[src/rtl/lfsr_gen_pkg.sv]
// Shared types and the seven-segment glyph table for the LFSR demo block.
package lfsr_gen_pkg;

  typedef enum logic {
    MODE_RUN  = 1'b0,
    MODE_STEP = 1'b1
  } lfsr_mode_e;

  localparam int SEG_W = 7;

  // Active-high glyphs, bit order {g,f,e,d,c,b,a}.
  function automatic logic [SEG_W-1:0] seg_glyph(input logic [3:0] nib);
    logic [SEG_W-1:0] g;
    g = '0;
    case (nib)
      4'h0: g = 7'h3F;
      4'h1: g = 7'h06;
      4'h2: g = 7'h5B;
      4'h3: g = 7'h4F;
      4'h4: g = 7'h66;
      4'h5: g = 7'h6D;
      4'h6: g = 7'h7D;
      4'h7: g = 7'h07;
      4'h8: g = 7'h7F;
      4'h9: g = 7'h6F;
      4'hA: g = 7'h77;
      4'hB: g = 7'h7C;
      4'hC: g = 7'h39;
      4'hD: g = 7'h5E;
      4'hE: g = 7'h79;
      default: g = 7'h71;
    endcase
    return g;
  endfunction

endpackage

[src/rtl/bcd7seg.sv]
// Hex nibble to seven-segment decoder; segments are active-low to suit the board HEX displays.
module bcd7seg
  import lfsr_gen_pkg::*;
(
  input  logic [3:0]       bcd_i,
  output logic [SEG_W-1:0] seg_o
);

  assign seg_o = ~seg_glyph(bcd_i);

endmodule

[src/rtl/lfsr_gen_core.sv]
// Fibonacci LFSR state register: right shift with the tap parity entering the MSB.
module lfsr_gen_core #(
  parameter int               WIDTH = 8,
  parameter logic [WIDTH-1:0] TAPS  = 8'h1D,
  parameter logic [WIDTH-1:0] SEED  = 8'h01
) (
  input  logic             clk,
  input  logic             rst_n,
  input  logic             ld_i,
  input  logic [WIDTH-1:0] ld_val_i,
  input  logic             adv_i,
  output logic [WIDTH-1:0] state_o,
  output logic [WIDTH-1:0] next_o
);

  logic [WIDTH-1:0] state_q, state_d;
  logic             fb;

  assign fb      = ^(state_q & TAPS);
  assign next_o  = {fb, state_q[WIDTH-1:1]};
  assign state_o = state_q;

  always_comb begin
    state_d = state_q;
    if (ld_i) begin
      state_d = ld_val_i;
    end else if (adv_i) begin
      state_d = next_o;
    end
  end

  always_ff @(posedge clk or negedge rst_n) begin
    if (!rst_n) begin
      state_q <= SEED;
    end else begin
      state_q <= state_d;
    end
  end

endmodule

[src/rtl/lfsr_gen.sv]
// LFSR generator top: advance qualification, seed/lock-up handling, period measurement
// and one seven-segment digit per state nibble.
module lfsr_gen
  import lfsr_gen_pkg::*;
#(
  parameter int               WIDTH = 8,
  parameter logic [WIDTH-1:0] TAPS  = 8'h1D,
  parameter logic [WIDTH-1:0] SEED  = 8'h01,
  parameter int               NDIG  = (WIDTH + 3) / 4
) (
  input  logic                  clk,
  input  logic                  rst_n,
  input  logic                  en,
  input  logic                  mode,
  input  logic                  step,
  input  logic                  load,
  input  logic [WIDTH-1:0]      seed_in,
  output logic [WIDTH-1:0]      state,
  output logic                  wrap,
  output logic [WIDTH-1:0]      period,
  output logic                  lockup,
  output logic [SEG_W*NDIG-1:0] hex
);

  logic [WIDTH-1:0] seed_q, seed_d;
  logic [WIDTH-1:0] count_q, count_d;
  logic [WIDTH-1:0] period_q, period_d;
  logic             wrap_q, wrap_d;
  logic             lockup_q, lockup_d;
  logic             step_q;

  logic [WIDTH-1:0] next_state;
  logic             adv_req;
  logic             lock_hit;
  logic             core_ld;
  logic [WIDTH-1:0] core_ld_val;
  logic             core_adv;

  assign adv_req  = (lfsr_mode_e'(mode) == MODE_STEP) ? (step & ~step_q) : en;
  // The all-zero state is only reachable through a load; a same-cycle load still wins.
  assign lock_hit = (state == '0) && !load;

  assign core_ld     = load | lock_hit;
  assign core_ld_val = load ? seed_in : SEED;
  assign core_adv    = adv_req & ~core_ld;

  lfsr_gen_core #(
    .WIDTH (WIDTH),
    .TAPS  (TAPS),
    .SEED  (SEED)
  ) u_core (
    .clk      (clk),
    .rst_n    (rst_n),
    .ld_i     (core_ld),
    .ld_val_i (core_ld_val),
    .adv_i    (core_adv),
    .state_o  (state),
    .next_o   (next_state)
  );

  always_comb begin
    seed_d   = seed_q;
    count_d  = count_q;
    period_d = period_q;
    wrap_d   = 1'b0;
    lockup_d = 1'b0;
    if (load) begin
      seed_d  = seed_in;
      count_d = '0;
    end else if (lock_hit) begin
      seed_d   = SEED;
      count_d  = '0;
      lockup_d = 1'b1;
    end else if (adv_req) begin
      count_d = count_q + 1'b1;
      if (next_state == seed_q) begin
        wrap_d   = 1'b1;
        period_d = count_q + 1'b1;
        count_d  = '0;
      end
    end
  end

  always_ff @(posedge clk or negedge rst_n) begin
    if (!rst_n) begin
      seed_q   <= SEED;
      count_q  <= '0;
      period_q <= '0;
      wrap_q   <= 1'b0;
      lockup_q <= 1'b0;
      step_q   <= 1'b0;
    end else begin
      seed_q   <= seed_d;
      count_q  <= count_d;
      period_q <= period_d;
      wrap_q   <= wrap_d;
      lockup_q <= lockup_d;
      step_q   <= step;
    end
  end

  assign wrap   = wrap_q;
  assign lockup = lockup_q;
  assign period = period_q;

  // Zero-pad the state so the top digit shows a partial nibble cleanly.
  logic [4*NDIG-1:0] state_pad;
  assign state_pad = (4 * NDIG)'(state);

  for (genvar gi = 0; gi < NDIG; gi++) begin : g_digit
    bcd7seg u_seg (
      .bcd_i (state_pad[4*gi +: 4]),
      .seg_o (hex[SEG_W*gi +: SEG_W])
    );
  end

endmodule

[config.mk]
export PLATFORM = sky130hd
export DESIGN_NAME = lfsr_gen
export DESIGN_NICKNAME = d
export VERILOG_FILES = /design/src/rtl/lfsr_gen_pkg.sv /design/src/rtl/bcd7seg.sv /design/src/rtl/lfsr_gen_core.sv /design/src/rtl/lfsr_gen.sv
export SDC_FILE = /design/constraint.sdc
export NUM_CORES = 1
export LEC_CHECK = 0
export ABC_AREA = 1
export CAP_MARGIN = 20
export CORE_MARGIN = 4
export CORE_UTILIZATION = 52
export DETAILED_ROUTE_END_ITERATION = 7
export GPL_ROUTABILITY_DRIVEN = 0
export PLACE_DENSITY = 0.84
export SYNTH_ARGS = -nofsm -noshare
export SYNTH_HDL_FRONTEND = slang
export SYNTH_SLANG_ARGS = --single-unit
[constraint.sdc]
create_clock -name clk -period 2.6 [get_ports clk]
set_input_delay 0.52 -clock clk [delete_from_list [all_inputs] [get_ports clk]]
set_output_delay 0.52 -clock clk [all_outputs]
set_load 0.05 [all_outputs]
==> results.cfg <==
[run_status]
status = finished clean

[synth]
synth_top_area_share_pct = 36.3
synth_warnings = 0
yosysMostFrequentCell = nand2_1
seq_area_frac_synth_pct = 38.6
ys.flop_type = dfrtp_1
netlist_area_um2 = 2270
synth_nets = 323
syn_avg_cell_area_um2 = 7.65
synth_edf_count = 0
synth_commonest_cells = nand2_1 (90), inv_1 (38), dfrtp_1 (33)
synth_seq_cells = 35
synth_area_leaders = dfrtp_1 (36%), nand2_1 (15%), ha_1 (6.6%)
synth_top_area_cell = dfrtp_1
synthArstFlopShare_pct = 100
synthCells = 297
synth.distinct_cells = 32

[sta]
skew_ps = 5.17
fmax_mhz = 419
period_share_pct = 91.7
hold_viol_final = 0
period_needed_ps = 2390
final_max_slew_viol_count = 0
slew_headroom_pct = 66.5
rsz0062_at_grt = no
tns_ps = 0
setup_viol = 0
worstMarginPinSlew_ps = 500

[drt]
route.vias.total = 2112
top_layer_used = met4
drtPass1Iterations = 4
drtAntennaViolNets = 0
route.met2.wl_mm = 2.56
drc = 0
wire_per_inst_um = 13.3
avgViaCountPerCell = 5.35
wl_met3_um = 339
wl_mm = 5.26
initialDrtViolationCount = 153
wl_met1_mm = 2.26

[clocking]
cts_hold_buf = 0
htree_num_levels = 2
cts_buffer_depth = 2
cts_buffers = 5
cts-resized-gates = 0
clock_sinks = 35
cts_tree = yes
clock_latency_ps = 280
cts_setup_buffers = 0
path_clk_slew_ps = 70
cts-root-buf = clkbuf_8

[global_route]
antenna_found_initial = 0
grt_pass1_vias = 1981
grt_pass1_wl_mm = 8.86
track_usage_pct = 20.8
grt_max_degree = 36
grt.overflow.total = 0

[layout]
area_delta_synth_final_pct = 31.2
nFillCells = 303
multi_input_area_um2 = 1190
drive_gt1_share_pct = 14.5
diodes = 0
nets = 370
final-seq-area_um2 = 878

[power_and_ir_drop]
power.total_mw = 2.31
vdd_drop_max_v = 0.000567
powerDensity_nw_per_um2 = 773
p_leak_nw = 1.58

[job]
max_cap_violations = 0

[critical_path]
crit_required_ps = 2080
path_class = register to output pin
critical-path-top-delay-family = flip-flops
critPathSlowestCell = dfstp_2
path_buf_inv = 2
cp_data_arrival_time_ps = 1870
path_cells = inv_1, ha_1, nand2_1, nand2_1, o21ai_1, buf_12
path_max_fanout = 6
timing.critical_path.mode_cell = nand2_1
slowest_delay_ps = 600
worstSetupStartpointType = register
cp-end-kind = output pin

[placed_design]
hpwl_mm = 3.98
io_buffers = 45

[die]
num_io_pins = 46
die_y_um = 74.1
core_um2 = 4120
start_util_pct = 55.2
fp.dieArea_um2 = 5490
die_w_um = 74.1
row_count = 23

[min_path]
hold_path.class = register to register
## cell families (layout without fill, tap and decap cells)
group                    count (synthesis)  in the layout  share of synthesized area (%)
buffers and inverters                   52            100                           10.2
XOR/XNOR                                 4              4                           1.54
AO/OA/AOI/OAI                           50             50                           12.4
AND/OR/NAND/NOR                        144            144                           30.5
adder cells (fa/ha/maj)                 12             12                           6.60
flip-flops                              35             35                           38.6
## power breakdown
part           internal, mW  switching [mW]
sequential            0.588          0.0517
combinational         0.398           0.698
clock                 0.383           0.188
## metrics by stage
stage	hold slack (ps)	cell area (um2)	util, %	setup WS, ps	cells
6_report	479	2980	72.5	215	395
5_1_grt	507	2980	72.5	53.1	395
4_1_cts	485	2980	72.5	217	395
3_5_place_dp	469	2850	69.3	276	387
3_3_place_gp	459	2850	69.3	428	387
2_1_floorplan	224	2300	-	-196	297
## worst paths after layout
check,from,end,slack [ps],cells past startpoint
worst max-delay path,u_core.state_o[0]$_DFFE_PN1P_,hex[4],210,6
worst min-delay path,period[0]$_DFFE_PN0P_,period[0]$_DFFE_PN0P_,480,2
worst max register to register,u_core.state_o[2]$_DFFE_PN0P_,period[1]$_DFFE_PN0P_,520,12
worst min register to register,period[0]$_DFFE_PN0P_,period[0]$_DFFE_PN0P_,480,2
max in group asynchronous,rst_n,seed_q[0]$_DFFE_PN1N_,1620,2
min in group asynchronous,rst_n,period[5]$_DFFE_PN0P_,640,2
## worst min-delay path, cell delays in order, from the launching register on
cell and delay (ps):
dfrtp_1 340, nand2_1 60, nand2_1 50
## layout by cell type, fill, tap and decap left out, types with 7 or more instances in the layout
cell and instances:
ha_1 12, buf_4 8, dfrtp_1 33, o21ai_0 18, buf_12 9, nand2_1 90
inv_1 38, o22ai_1 7, clkdlybuf4s50_1 31, nand4_1 12, o21ai_1 11, nand3_1 19
nor2_1 11
## layer usage
layer / vias to the layer above / global-route usage (%)
li1: 1060 / -
met1: 964 / 26.9
met2: 78 / 34.7
met3: 10 / 4.05
met4: 0 / 7.24
met5: - / 0
## flip-flops by register name, summed over array words and instances, names as in the netlist
signal and flops:
count_q 8, step_q 1, u_core.state_o 8, wrap 1, seed_q 8, period 8
lockup 1
## area by class of cell
| type | instances | share of cell area, % |
|---|---|---|
| Tap cell | 50 | 2.10 |
| Inverter | 44 | 5.62 |
| Clock buffer | 6 | 2.43 |
| Multi-Input combinational cell | 210 | 39.9 |
| Timing Repair Buffer | 48 | 18.5 |
| Clock inverter | 2 | 2.01 |
| Sequential cell | 35 | 29.4 |
Power figures use the tool's default switching activity.
